## src/rtl/dual_tx_n_pkg.sv

```systemverilog
// Shared definitions for the dual-rail transmitter: the Dual rail type,
// the default word width, a boolean helper and the transmitter state enum.
`ifndef DUAL_TX_DEFS_SVH
`define DUAL_TX_DEFS_SVH
`define DUAL_TX_SIZE 8
`define DUAL_TX_TRUE 1'b1
`endif

package dual_tx_n_pkg;

    // One rail bit of a dual-rail signal; rails are plain wires.
    typedef logic Dual;

    // Four-phase handshake position: spacer, data wave, null wave.
    typedef enum logic [1:0] {
        IDLE = 2'd0,
        DATA = 2'd1,
        NULL = 2'd2
    } dual_tx_state_e;

endpackage

```

## src/rtl/dual_tx_n_ack_sync.sv

```systemverilog
// ack_sync: per-bit two-flop synchronizer for the receiver's completion acks.
// Only present when DUAL_TX_ACK_SYNC_EN is defined, because only that build
// of dual_tx_n instantiates it.
`ifdef DUAL_TX_ACK_SYNC_EN
module ack_sync #(
    parameter int W = 2
) (
    input  logic         clk,
    input  logic         rst,
    input  logic [W-1:0] d,
    output logic [W-1:0] q
);

    logic [W-1:0] meta_r;
    logic [W-1:0] sync_r;

    // Two-stage capture of the asynchronous ack bits, cleared on reset.
    always_ff @(posedge clk or posedge rst) begin
        if (rst) begin
            meta_r <= {W{1'b0}};
            sync_r <= {W{1'b0}};
        end else begin
            meta_r <= d;
            sync_r <= meta_r;
        end
    end

    assign q = sync_r;

endmodule
`endif

```

## src/rtl/dual_tx_n.sv

```systemverilog
// dual_tx_n: four-phase return-to-null launcher for dual-rail word bundles.
// A bundle accepted from the valid/ready source is driven as dual-rail data,
// held until every transmitted word reports complete, then replaced by the
// null spacer until the acks fall again.
// Optional build macro: DUAL_TX_ACK_SYNC_EN adds a 2-flop ack synchronizer
// in front of every use of ack (default: ack used directly, clk domain).
`ifndef DUAL_TX_DEFS_SVH
`define DUAL_TX_DEFS_SVH
`define DUAL_TX_SIZE 8
`define DUAL_TX_TRUE 1'b1
`endif

module dual_tx_n
    import dual_tx_n_pkg::*;
#(
    parameter int N    = 2,
    parameter int BITS = `DUAL_TX_SIZE
) (
    input  logic                     clk,
    input  logic                     rst,
    input  logic                     in_valid,
    output logic                     in_ready,
    input  logic [N-1:0][BITS-1:0]   in_data,
    input  logic [N-1:0]             in_mask,
    output logic [N-1:0][BITS-1:0]   val0,
    output logic [N-1:0][BITS-1:0]   val1,
    input  logic [N-1:0]             ack,
    output logic                     busy
);

    dual_tx_state_e             state_r;
    logic [N-1:0][BITS-1:0]     data_q;
    logic [N-1:0]               mask_q;
    logic [N-1:0]               ack_s;
    logic [N-1:0]               ack_masked_s;
    logic                       all_done_s;
    logic                       all_null_s;
    logic                       ready_s;

    // Rail encoding: rail 1 carries the bit, rail 0 its complement; words
    // outside the mask stay null on both rails so 1/1 can never appear.
    function automatic logic [N-1:0][BITS-1:0] encode_rails(
        input logic [N-1:0][BITS-1:0] d,
        input logic [N-1:0]           m,
        input logic                   rail
    );
        Dual [N-1:0][BITS-1:0] r;
        for (int w = 0; w < N; w++) begin
            if (m[w]) begin
                r[w] = rail ? d[w] : ~d[w];
            end else begin
                r[w] = {BITS{1'b0}};
            end
        end
        return r;
    endfunction

`ifdef DUAL_TX_ACK_SYNC_EN
    ack_sync #(.W(N)) u_ack_sync (
        .clk (clk),
        .rst (rst),
        .d   (ack),
        .q   (ack_s)
    );
`else
    assign ack_s = ack;
`endif

    // Acks on words that were not transmitted never gate DATA or NULL exit.
    assign ack_masked_s = ack_s & mask_q;
    assign all_done_s   = (ack_masked_s == mask_q);
    assign all_null_s   = (ack_masked_s == {N{1'b0}});

    // Launch only onto a fully returned spacer; any high ack blocks, masked
    // or not, and nothing is accepted while reset is applied.
    assign ready_s  = (state_r == IDLE) && (ack_s == {N{1'b0}}) && !rst;
    assign in_ready = ready_s;

    // Handshake sequencer; rails and busy are loaded only on state entry.
    always_ff @(posedge clk or posedge rst) begin
        if (rst) begin
            state_r <= IDLE;
            data_q  <= '0;
            mask_q  <= {N{1'b0}};
            val0    <= '0;
            val1    <= '0;
            busy    <= 1'b0;
        end else begin
            case (state_r)
                IDLE: begin
                    if (in_valid && ready_s) begin
                        data_q  <= in_data;
                        mask_q  <= in_mask;
                        val1    <= encode_rails(in_data, in_mask, 1'b1);
                        val0    <= encode_rails(in_data, in_mask, 1'b0);
                        busy    <= `DUAL_TX_TRUE;
                        state_r <= DATA;
                    end else begin
                        val0    <= '0;
                        val1    <= '0;
                        busy    <= 1'b0;
                        state_r <= IDLE;
                    end
                end
                DATA: begin
                    if (all_done_s) begin
                        val0    <= '0;
                        val1    <= '0;
                        state_r <= NULL;
                    end else begin
                        // Same value as loaded on entry: rails hold steady.
                        val1    <= encode_rails(data_q, mask_q, 1'b1);
                        val0    <= encode_rails(data_q, mask_q, 1'b0);
                        state_r <= DATA;
                    end
                end
                NULL: begin
                    if (all_null_s) begin
                        busy    <= 1'b0;
                        state_r <= IDLE;
                    end else begin
                        state_r <= NULL;
                    end
                end
                default: begin
                    val0    <= '0;
                    val1    <= '0;
                    busy    <= 1'b0;
                    state_r <= IDLE;
                end
            endcase
        end
    end

endmodule

```

## config.mk

```make
export PLATFORM = sky130hd
export DESIGN_NAME = dual_tx_n
export DESIGN_NICKNAME = d
export VERILOG_FILES = /design/src/rtl/dual_tx_n_pkg.sv /design/src/rtl/dual_tx_n_ack_sync.sv /design/src/rtl/dual_tx_n.sv
export SDC_FILE = /design/constraint.sdc
export NUM_CORES = 1
export LEC_CHECK = 0
export CAP_MARGIN = 20
export CORE_MARGIN = 4
export CORE_UTILIZATION = 48
export DETAILED_ROUTE_END_ITERATION = 10
export GPL_ROUTABILITY_DRIVEN = 0
export PLACE_DENSITY = 0.86
export RECOVER_POWER = 25
export SYNTH_ARGS = -nofsm -noshare
export SYNTH_HDL_FRONTEND = slang
export SYNTH_SLANG_ARGS = --single-unit
```

## constraint.sdc

```tcl
create_clock -name clk -period 1.91 [get_ports clk]
set_clock_uncertainty 0.05 [all_clocks]
set_input_delay 0.382 -clock clk [delete_from_list [all_inputs] [get_ports clk]]
set_output_delay 0.382 -clock clk [all_outputs]
set_load 0.01 [all_outputs]
```

# --- After elaboration in Yosys (flattened, before gate mapping) ---
# Cells that the tools add are included.
totals:
  register_bits: 53
  input_bits: 23
  output_inout_bits: 34
  wordCells: 49
op_classes:
  n_eq_ne: 4
  mux: 21
  bitwise: 6
  n_reduce_logical: 9
ops:
  columns: ["operator", "n"]
  rows:
  - ["$pmux 16 s3", 2]
  - ["$mux 16", 4]
  - ["$mux 8", 8]
  - ["$not 8->8", 4]
  - ["$logic_not 2->1", 3]
  - ["$pmux 2 s3", 1]
  - ["$mux 2", 2]
  - ["$reduce_and 2->1", 2]
  - ["$logic_and 1x1->1", 3]
  - ["$mux 1", 3]
  - ["$pmux 1 s3", 1]
  - ["$and 2x2->2", 1]
  - ["$eq 2x1->1 const B", 1]
  - ["$eq 2x2->1", 1]
  - ["$eq 2x2->1 const B", 1]
  - ["$ne 2x2->1 const B", 1]
  - ["$logic_not 1->1", 1]
  - ["$not 1->1", 1]

# --- Logic depth before layout (Yosys ltp) ---
# Gate-level depths: netlist of the first run.
depth:
  depth_word: 6
  depth_mapped: 5
  ltp_nobuf: 3

# --- Worst setup path after synthesis of the first run ---
# No wires, ideal clock.
synth_timing:
  path_type: "reg-to-reg"
  from: "register state_r[1]"
  to: "register data_q[0] (netlist name)"
  setup_time_ns: 0.128
  arrival_ns: 1.202
  required_ns: 1.732
  path_slack_ns: 0.531
  path_stages_with_launch: 5
  n_path_buf: 1
  period_less_slack_ns: 1.379
  path_cell_list: "dfrtp_1 > nor3_4 > nand3_1 > buf_2 > mux2_1"
synth_via:
  elab_chain_cells: 5
synth_lines:
  columns: ["element", "line", "source"]
  rows:
  - ["from (decl)", "dual_tx_n.sv:31", "dual_tx_state_e state_r;"]
  - ["from (signal assigned)", "dual_tx_n.sv:82", "state_r <= IDLE;"]
  - ["from (signal assigned)", "dual_tx_n.sv:97", "state_r <= DATA;"]
  - ["from (signal assigned)", "dual_tx_n.sv:102", "state_r <= IDLE;"]
  - ["$logic_not 2->1 *", "dual_tx_n.sv:76, dual_tx_n.sv:89", null]
  - ["$logic_and 1x1->1 (2 in a row)", "dual_tx_n.sv:76", "assign ready_s = (state_r == IDLE) && (ack_s == {N{1'b0}}) && !rst;"]
  - ["$logic_and 1x1->1", "dual_tx_n.sv:91", "if (in_valid && ready_s) begin"]
  - ["$reduce_and 2->1 (no line) *", null, null]
  - ["to (signal assigned)", "dual_tx_n.sv:92", "data_q <= in_data;"]
  - ["to (decl)", "dual_tx_n.sv:32", "logic [N-1:0][BITS-1:0] data_q;"]
# Mark *: on every way between the ends. The rest lies on a longest branch, timed or not.
# A chain may end at the register's enable or synchronous reset.

# --- Final worst setup path of the first run ---
layout_timing:
  from: "register state_r[0]"
  to: "output port in_ready"
layout_via:
  elab_chain_cells: 3
layout_lines:
  columns: ["element", "line", "source"]
  rows:
  - ["$logic_not 2->1", "dual_tx_n.sv:76", null]
  - ["$logic_and 1x1->1 (2 in a row)", "dual_tx_n.sv:76", null]
  - ["to (decl)", "dual_tx_n.sv:22", "output logic in_ready,"]
# No other way between the ends.

==> out/results.ini, run 1 <==
[outcome]
run_status=complete, no violations

[synth]
post_synth_num_cell_types=24
xor_xnor_cell_area_share_of_the_yosys_netlist_pct=0
synth_seq_area_share_pct=59.52
synth_fa_ha_area_share_pct=0
mappedNetlistArea_um2=2228
number_of_warnings_printed_during_yosys_synthesis=0
post_synth_mux_area_share_pct=9.096
post_synthesis_register_bit_count=53
syn_avg_cell_area_um2=13.19
synthesized_net_count=192
post_synthesis_compound_gate_area_fraction_pct=17.63
synth_top_family_by_area=compound AO/OA/AOI/OAI gates
synth_simple_gate_area_share_pct=11.45
synthCells=169

[timing]
grt_setup_unrepaired=no
finalSetupTns_ns=0
final_period_minus_worst_setup_slack_ns=1.749
timing.final.crit_share_pct=91.56
holdWs_ns=0.4422
setup-violations-final=0
fmaxAchievable_mhz=571.8
finalHoldViolations=0
timing.max_slew.rel_slack_pct=63.52
tightestPinTransition_ns=0.5466
maxSlewViolCount=0

[detailed_routing]
count_of_vias_placed_by_the_detailed_router=1709
first_iteration_detailed_routing_drc_count=89
post_drt_wl_per_cell_um=17.86
drt_drc_violations_left=0
drt_pass1_iterations=4
routed_via_density=5.754
antenna_left=0
postRouteWirelength_um=5304

[global_route]
grt_first_pass_wirelength_um=8797
via_count_of_the_first_global_routing_pass=1823
initial_antenna_violation_count=0
grt_remaining_overflow=0
grt_util_met2_pct=29.62
grt_use_met1_pct=24.18
pin_count_of_the_biggest_net_entering_global_routing=33
track_usage_pct=18.58
grt_util_met3_pct=6.265
grt_busiest_layer=met2

[final_layout]
fillers=333
layout.cells.most_common_list=sky130_fd_sc_hd__clkdlybuf4s50_1 (54), sky130_fd_sc_hd__dfrtp_1 (53), sky130_fd_sc_hd__nand2_1 (17), sky130_fd_sc_hd__and2_1 (17)
area_growth_syn_to_layout_pct=39.42
area_occupied_by_registers_um2=1326
fraction_of_layout_cells_with_a_size_suffix_above_1_pct=15.10
multi_input_gate_area_in_the_final_layout_um2=853.3
insertedDiodeCount=0
commonest_non_fill_non_tap_cell_in_the_layout=sky130_fd_sc_hd__clkdlybuf4s50_1
final_net_count=267

[critical_path]
critical_path.cell_chain=buf_4 -> nor3_4 -> and2_1 -> clkbuf_2
critical_path_required_ns=1.48
crit_path_max_fanout=2
start_kind=flip-flop
critical-path-max-stage-delay_ns=0.40
critical_path.endpoint_type=primary output
criticalPathCategory=flip-flop to primary output
critical_path_cell_with_the_highest_stage_delay=sky130_fd_sc_hd__dfrtp_1
worst_ep_arrival_time_ns=1.32

[die]
design.die.area_um2=5797
core-area_um2=4414
initial_utilization_pct=50.48
chipWidth_um=76.14
die_height_um=76.14
placementRows=24
top_level_ports=57

[cts]
cts_hold_buffers=0
cts.htree.levels=2
cts_num_sinks=53
cts.root.buffer_cell=sky130_fd_sc_hd__clkbuf_8
clock_tree_from_tritoncts=built
cts_setup_buffers=0
clkSlewWorstSetupHoldPaths_ns=0.09
worstSkewPairLatency_ns=0.31
cts_buffers=5
clk_path_buf_depth=2

[power_and_ir_drop]
power.static_leakage_nw=1.439
comb_power_share_pct=14.7
pwr-share-seq_pct=54.0
powerDensity_nw_per_um2=793.3
irDropWorstVdd_uv=695.2
switching_share_pct=23.89
power_switching_w=0.0005889
cell_internal_pwr_w=0.001876
power_frac_clock_pct=31.3

[placed_design]
io_buffers=56
dpl.hpwl_um=3649

[flow_run]
cap_viol_max_count=0

[hold_path]
worstHoldPathType=flip-flop to flip-flop

## through the flow
step	worst slack, ns	total power, W	cell area, um^2	cells	utilization [%]
after floorplan	0.1918	0.001515	2228	169	-
after global placement	-0.2352	0.001688	2980	288	67.52
after detailed placement	-0.2626	0.001710	2980	288	67.52
after CTS	0.009366	0.002481	3095	296	70.12
after global routing	0.07637	0.002583	3107	297	70.38
final	0.1611	0.002465	3107	297	70.38
## kinds of logic (layout without fill, tap and decap cells)
group / Yosys count / in the layout
AOI/OAI and AO/OA: 43 / 43
buffers and inverters: 11 / 87
DFF: 53 / 53
muxes: 16 / 16
and+or+nand+nor: 46 / 46
## worst paths after layout
check	depth (start not counted)	startpoint	slack (ns)	to
max	4	state_r[0]$_DFF_PP0_	0.16	in_ready
min	2	val0[2]$_DFFE_PP0P_	0.44	val0[2]$_DFFE_PP0P_
max reg2reg	6	state_r[0]$_DFF_PP0_	0.21	data_q[4]$_DFFE_PP0P_
min reg2reg	2	val0[2]$_DFFE_PP0P_	0.44	val0[2]$_DFFE_PP0P_
max in group asynchronous	4	rst	0.54	val1[1]$_DFFE_PP0P_
min in group asynchronous	3	rst	0.64	busy$_DFFE_PP0P_
## power groups by stage
stage / clock network, W / logic [W] / registers, W
floorplan: 0 / 0.000179 / 0.00134
global placement: 0 / 0.000347 / 0.00134
detailed placement: 0 / 0.000362 / 0.00135
CTS: 0.000792 / 0.000361 / 0.00133
global route: 0.000844 / 0.000391 / 0.00135
finish: 0.000772 / 0.000361 / 0.00133
## state kept, by name, indices dropped and copies added (netlist names)
| name | cells |
|---|---|
| data_q | 16 |
| busy | 1 |
| mask_q | 2 |
| val1 | 16 |
| val0 | 16 |
| state_r | 2 |
## cells in the mapped netlist
cell,number,area share (%)
sky130_fd_sc_hd__dfrtp_1,53,60
sky130_fd_sc_hd__and2_1,17,4.8
sky130_fd_sc_hd__nand2_1,17,2.9
sky130_fd_sc_hd__a221o_1,16,7.2
sky130_fd_sc_hd__o221ai_1,16,6.3
sky130_fd_sc_hd__mux2_1,10,5.1
sky130_fd_sc_hd__mux2_4,6,4.0
sky130_fd_sc_hd__buf_2,5,1.1
sky130_fd_sc_hd__inv_1,4,0.67
sky130_fd_sc_hd__nor2b_1,3,0.84
sky130_fd_sc_hd__a21o_1,2,0.67
sky130_fd_sc_hd__a22o_1,2,0.79
sky130_fd_sc_hd__and4_1,2,0.79
sky130_fd_sc_hd__nand4_1,2,0.56
sky130_fd_sc_hd__nor2_1,2,0.34
sky130_fd_sc_hd__o211a_1,2,0.90
sky130_fd_sc_hd__o211ai_2,2,1.1
sky130_fd_sc_hd__o21ai_0,2,0.45
sky130_fd_sc_hd__a21oi_1,1,0.22
sky130_fd_sc_hd__and2b_1,1,0.34
sky130_fd_sc_hd__buf_4,1,0.34
sky130_fd_sc_hd__clkbuf_1,1,0.17
sky130_fd_sc_hd__nand3_1,1,0.22
sky130_fd_sc_hd__nor3_4,1,0.73
## area by class of cell
class / count / share of cell area (%)
clock inverters: 1 / 0.9666
repair buffers: 75 / 23.52
inverters: 4 / 0.4833
flip-flops and latches: 53 / 42.69
well taps: 52 / 2.094
clock buffers: 7 / 2.779
multi-input cells: 105 / 27.47
## per-layer routing
| layer | wire length, um | share of wire (%) | vias up |
|---|---|---|---|
| met5 | 0 | 0 | - |
| met2 | 2630 | 50 | 64 |
| met1 | 2262 | 43 | 847 |
| li1 | - | - | 795 |
| met3 | 366 | 6.9 | 3 |
| met4 | 43 | 0.81 | 0 |
## worst max-delay path: cells and delay by family, from the launching register on
kind          cells  cell delay (ns)
buf+inv           2             0.28
flops             1             0.40
simple gates      2             0.33
## what timing repair did
action / 4_1_cts / 5_1_grt
endpoints found under the setup margin: 1 / 1
gates resized for setup: 1 / 2
pin swaps: 1 / 0
Note: power is estimated with default switching activity, not from simulation.
==> inputs of run 2 (changes only) <==
Settings changed: REMOVE_ABC_BUFFERS set to 1.
==> run 2 against run 1 <==
Largest power group unchanged; cell count down 0.67%; fmax down 6.5%; sequential share of layout area up 0.40 points; power down 1.4%; via count up 0.64%; non-clock buffer count down 2; critical endpoint unchanged.
==> out/results.ini, run 2 (synthesis gave the netlist of run 1 again) <==
[global_route]
track_usage_pct=18.98
grt_first_pass_wirelength_um=8928
pin_count_of_the_biggest_net_entering_global_routing=54
grt_remaining_overflow=0
via_count_of_the_first_global_routing_pass=1761
initial_antenna_violation_count=0

[detailed_routing]
drt_pass1_iterations=4
first_iteration_detailed_routing_drc_count=152
postRouteWirelength_um=5259
routed_via_density=5.831
count_of_vias_placed_by_the_detailed_router=1720
antenna_left=0
drt_drc_violations_left=0
post_drt_wl_per_cell_um=17.83

[outcome]
run_status=complete, no violations

[cts]
clock_tree_from_tritoncts=built
cts_buffers=5
cts.root.buffer_cell=sky130_fd_sc_hd__clkbuf_8
cts_num_sinks=53
clkSlewWorstSetupHoldPaths_ns=0.09
worstSkewPairLatency_ns=0.31
cts.htree.levels=2
cts_setup_buffers=0
clk_path_buf_depth=2

[power_and_ir_drop]
final_total_power_w=0.002430
powerDensity_nw_per_um2=789.6
irDropWorstVdd_uv=501.6
power.static_leakage_nw=1.423

[timing]
timing.final.crit_share_pct=97.91
finalSetupTns_ns=0
setup-violations-final=0
finalHoldViolations=0
postLayoutSetupSlackWorst_ns=0.03996
timing.max_slew.rel_slack_pct=53.69
fmaxAchievable_mhz=534.7
maxSlewViolCount=0
final_period_minus_worst_setup_slack_ns=1.870
grt_setup_unrepaired=no
tightestPinTransition_ns=0.6947

[die]
chipWidth_um=76.14
top_level_ports=57
core-area_um2=4414
placementRows=24
die_height_um=76.14
design.die.area_um2=5797
initial_utilization_pct=50.48

[final_layout]
finish.instance_area_um2=3078
reg.largest.list=data_q (16), val0 (16), val1 (16)
layout.cells.most_common_list=sky130_fd_sc_hd__clkdlybuf4s50_1 (55), sky130_fd_sc_hd__dfrtp_1 (53), sky130_fd_sc_hd__nand2_1 (17), sky130_fd_sc_hd__and2_1 (17)
insertedDiodeCount=0
area_growth_syn_to_layout_pct=38.12
final_net_count=265
fraction_of_layout_cells_with_a_size_suffix_above_1_pct=13.99
commonest_non_fill_non_tap_cell_in_the_layout=sky130_fd_sc_hd__clkdlybuf4s50_1
final_util_pct=69.73

[critical_path]
reg2reg_slack_ns=0.28
worstReg2RegStart=state_r[1]$_DFF_PP0_
start_kind=input port
critical_path.startpoint=ack[0]
criticalPathCategory=input port to primary output
crit_path_max_fanout=2
worst_ep_arrival_time_ns=1.44
critical_path.endpoint_type=primary output
critical_path_required_ns=1.48

[hold_path]
worstHoldPathType=flip-flop to flip-flop
hold_path_startpoint=val0[5]$_DFFE_PP0P_

[placed_design]
pre_cts_slack_ns=-0.2243
io_buffers=56
postPlaceCellArea_um2=2980
dpl.hpwl_um=3540

[flow_run]
cap_viol_max_count=0

-- run 2: changes by cell type in the layout (fill, tap and decap cells not counted) --
cell                              before  now
sky130_fd_sc_hd__clkbuf_2              1    0
sky130_fd_sc_hd__clkbuf_4              1    2
sky130_fd_sc_hd__clkinv_4              0    1
sky130_fd_sc_hd__dlygate4sd3_1         1    0
sky130_fd_sc_hd__buf_4                15   13
sky130_fd_sc_hd__clkbuf_8              6    5
sky130_fd_sc_hd__dlygate4sd2_1         0    1
sky130_fd_sc_hd__buf_12                2    1
sky130_fd_sc_hd__clkdlybuf4s50_1      54   55
-- run 2: cell type report --
cell class	instances	area, um^2
timing repair buffer	73	706.9
sequential	53	1326
multi-input combinational	105	853.3
clock inverter	2	38.79
tap	52	65.06
fill	304	1336
inverter	4	15.01
clock buffer	6	72.57
-- run 2: final timing paths --
| path | endpoint | cells past startpoint |
|---|---|---|
| setup / recovery | in_ready | 4 |
| hold / removal | val0[5]$_DFFE_PP0P_ | 2 |
| setup reg to reg | mask_q[0]$_DFFE_PP0P_ | 6 |
| hold reg to reg | val0[5]$_DFFE_PP0P_ | 2 |
| max in group asynchronous | state_r[0]$_DFF_PP0_ | 4 |
| min in group asynchronous | data_q[11]$_DFFE_PP0P_ | 4 |
-- run 2: per-stage QoR --
step	std cells	hold slack, ns
2_1_floorplan	162	0.4349
3_3_place_gp	286	0.4235
3_5_place_dp	287	0.4277
4_1_cts	295	0.4491
5_1_grt	295	0.4638
6_report	295	0.4437
-- run 2: per-layer routing --
| metal | vias up | GRT usage [%] | part of all wire [%] |
|---|---|---|---|
| li1 | 795 | - | - |
| met1 | 873 | 25.74 | 43 |
| met2 | 48 | 30.31 | 51 |
| met3 | 4 | 4.846 | 4.5 |
| met4 | 0 | 5.245 | 1.1 |
| met5 | - | 0 | 0 |
-- run 2: report_power, final --
| group | leakage [nW] | total [W] | switching [W] | internal [W] |
|---|---|---|---|---|
| registers | 0.703 | 0.00133 | 0.0000917 | 0.00124 |
| logic | 0.664 | 0.000348 | 0.000145 | 0.000203 |
| clock network | 0.0554 | 0.000754 | 0.000361 | 0.000394 |
-- run 2: timing repair --
| action | 4_1_cts | 5_1_grt |
|---|---|---|
| endpoints found under the setup margin | 1 | 0 |
| gates resized for setup | 1 | 0 |
| hold buffers | 0 | 0 |
-- run 2: worst max-delay path, cell delays in order --
cell and delay [ns]:
sky130_fd_sc_hd__clkdlybuf4s50_1 0.46, sky130_fd_sc_hd__nor3_4 0.20, sky130_fd_sc_hd__and2_1 0.13, sky130_fd_sc_hd__dlygate4sd2_1 0.26
==> inputs of run 3 (changes only) <==
Settings changed: CORE_UTILIZATION 48 to 46, PLACE_DENSITY 0.86 to 0.83.
==> run 3 against run 2 <==
Global-route usage down 0.41 points; cell count rose by 5.8%; critical path depth unchanged; setup slack improved by 0.047 ns; count of clock-buffer cells in the layout up 2; fmax increased by 2.6%; non-clock buffer count grew 2; clock power is 19% lower; register-to-register slack better by 0.03 ns.
==> out/results.ini, run 3 (synthesis gave the netlist of run 1 again) <==
[cts]
cts.root.buffer_cell=sky130_fd_sc_hd__clkbuf_8
cts.htree.levels=2
cts_buffers=5
cts_setup_buffers=0
ctsResizeCount=4
cts_num_sinks=53
cts_hold_buffers=0
clock_tree_from_tritoncts=built
clk_path_buf_depth=2
worstSkewPairLatency_ns=0.31
clkSlewWorstSetupHoldPaths_ns=0.09

[detailed_routing]
drt_drc_violations_left=0
postRouteWirelength_um=5334
first_iteration_detailed_routing_drc_count=107
post_drt_wl_per_cell_um=17.10
routed_via_density=5.407
drt_pass1_iterations=4
count_of_vias_placed_by_the_detailed_router=1687
antenna_left=0

[die]
die_height_um=77.60
core-area_um2=4723
chipWidth_um=77.60
design.die.area_um2=6022
top_level_ports=57
initial_utilization_pct=47.18
placementRows=25

[placed_design]
io_buffers=56
place.detailed.instances=303
dpl.hpwl_um=3671

[critical_path]
worstReg2RegStart=state_r[1]$_DFF_PP0_
timing.rr.end=val0[6]$_DFFE_PP0P_
critical_path.cell_chain=clkdlybuf4s50_1 -> nor2_1 -> and2_4 -> clkdlybuf4s15_2
critical_path.startpoint=ack[1]
critical_path_cell_with_the_highest_stage_delay=sky130_fd_sc_hd__clkdlybuf4s50_1
reg2regPathDepth=5
critical_path.endpoint_type=primary output
critical-path-max-stage-delay_ns=0.43
critical_path_required_ns=1.48
critical_path_depth=4
cp_top_family=buffers and inverters
end_of_the_critical_path=in_ready
critical_path.n_buffers_inverters=2
reg2reg_slack_ns=0.31
worst_ep_arrival_time_ns=1.39
start_kind=input port
crit_path_max_fanout=2
criticalPathCategory=input port to primary output

[timing]
finalSetupTns_ns=0
fmaxAchievable_mhz=548.4
maxSlewViolCount=0
holdWs_ns=0.4379
final_period_minus_worst_setup_slack_ns=1.823
setup-violations-final=0
finalHoldViolations=0
grt_setup_unrepaired=no
timing.final.crit_share_pct=95.47
tightestPinTransition_ns=0.7211
timing.max_slew.rel_slack_pct=51.93

[final_layout]
commonest_non_fill_non_tap_cell_in_the_layout=sky130_fd_sc_hd__clkdlybuf4s50_1
final_net_count=267
area_growth_syn_to_layout_pct=37.84
layout.cells.most_common_list=sky130_fd_sc_hd__clkdlybuf4s50_1 (54), sky130_fd_sc_hd__dfrtp_1 (53), sky130_fd_sc_hd__nand2_1 (17)
fillers=364
area_occupied_by_registers_um2=1326
instances_no_fill=312
insertedDiodeCount=0
fraction_of_layout_cells_with_a_size_suffix_above_1_pct=14.69
reg.largest.list=data_q (16), val0 (16), val1 (16)
multi_input_gate_area_in_the_final_layout_um2=855.8
final_util_pct=65.03

[hold_path]
worstHoldPathType=flip-flop to flip-flop

[global_route]
track_usage_pct=18.57
grt_use_met1_pct=24.22
grt_util_met2_pct=31.16
grt_util_met3_pct=4.292
pin_count_of_the_biggest_net_entering_global_routing=54
initial_antenna_violation_count=0
grt_first_pass_wirelength_um=8790
via_count_of_the_first_global_routing_pass=1808
grt_remaining_overflow=0
grt_busiest_layer=met2

[power_and_ir_drop]
final_total_power_w=0.002286
powerDensity_nw_per_um2=744.2
irDropWorstVdd_uv=604.8
power.static_leakage_nw=1.416

[flow_run]
cap_viol_max_count=0

[outcome]
run_status=complete, no violations

==> run 3: stage by stage <==
stage	worst slack, ns	area, um^2
2_1_floorplan	0.02592	2192
3_3_place_gp	-0.3084	2987
3_5_place_dp	-0.3032	2987
4_1_cts	0.01628	3070
5_1_grt	0.03749	3072
6_report	0.08653	3072
==> run 3: layout make-up <==
class                      count  area share [%]
inverter                       4          0.4888
multi-input combinational    105           27.86
clock buffer                   8           2.607
timing repair buffer          75           23.14
sequential                    53           43.18
tap                           67           2.729
==> run 3: worst min path at each step <==
| stage | startpoint | end | slack, ns | depth (start not counted) |
|---|---|---|---|---|
| 6_report | val0[5]$_DFFE_PP0P_ | val0[5]$_DFFE_PP0P_ | 0.44 | 2 |
| 5_1_grt | val0[3]$_DFFE_PP0P_ | val0[3]$_DFFE_PP0P_ | 0.46 | 2 |
| 4_1_cts | val0[5]$_DFFE_PP0P_ | val0[5]$_DFFE_PP0P_ | 0.45 | 2 |
| 3_5_place_dp | val0[5]$_DFFE_PP0P_ | val0[5]$_DFFE_PP0P_ | 0.43 | 2 |
| 3_3_place_gp | val0[5]$_DFFE_PP0P_ | val0[5]$_DFFE_PP0P_ | 0.42 | 2 |
| 2_1_floorplan | data_q[0]$_DFFE_PP0P_ | val0[0]$_DFFE_PP0P_ | 0.43 | 1 |
==> run 3: routing by layer <==
layer	wire (um)	share of wire, %
met1	2389	45
met2	2708	51
met3	174	3.3
met4	62	1.2
met5	0	0
==> run 3: tightest hold or removal path: cells and delay by family (launching register included) <==
family	cells	cell delay [ns]
and+or+nand+nor	1	0.05
AOI/OAI and AO/OA	1	0.06
DFF	1	0.35
==> run 3: report_power, final <==
group / switching, W / internal (W) / leakage, nW
combinational: 0.000143 / 0.000201 / 0.674
sequential: 0.0000941 / 0.00124 / 0.703
clock: 0.000349 / 0.000261 / 0.0395
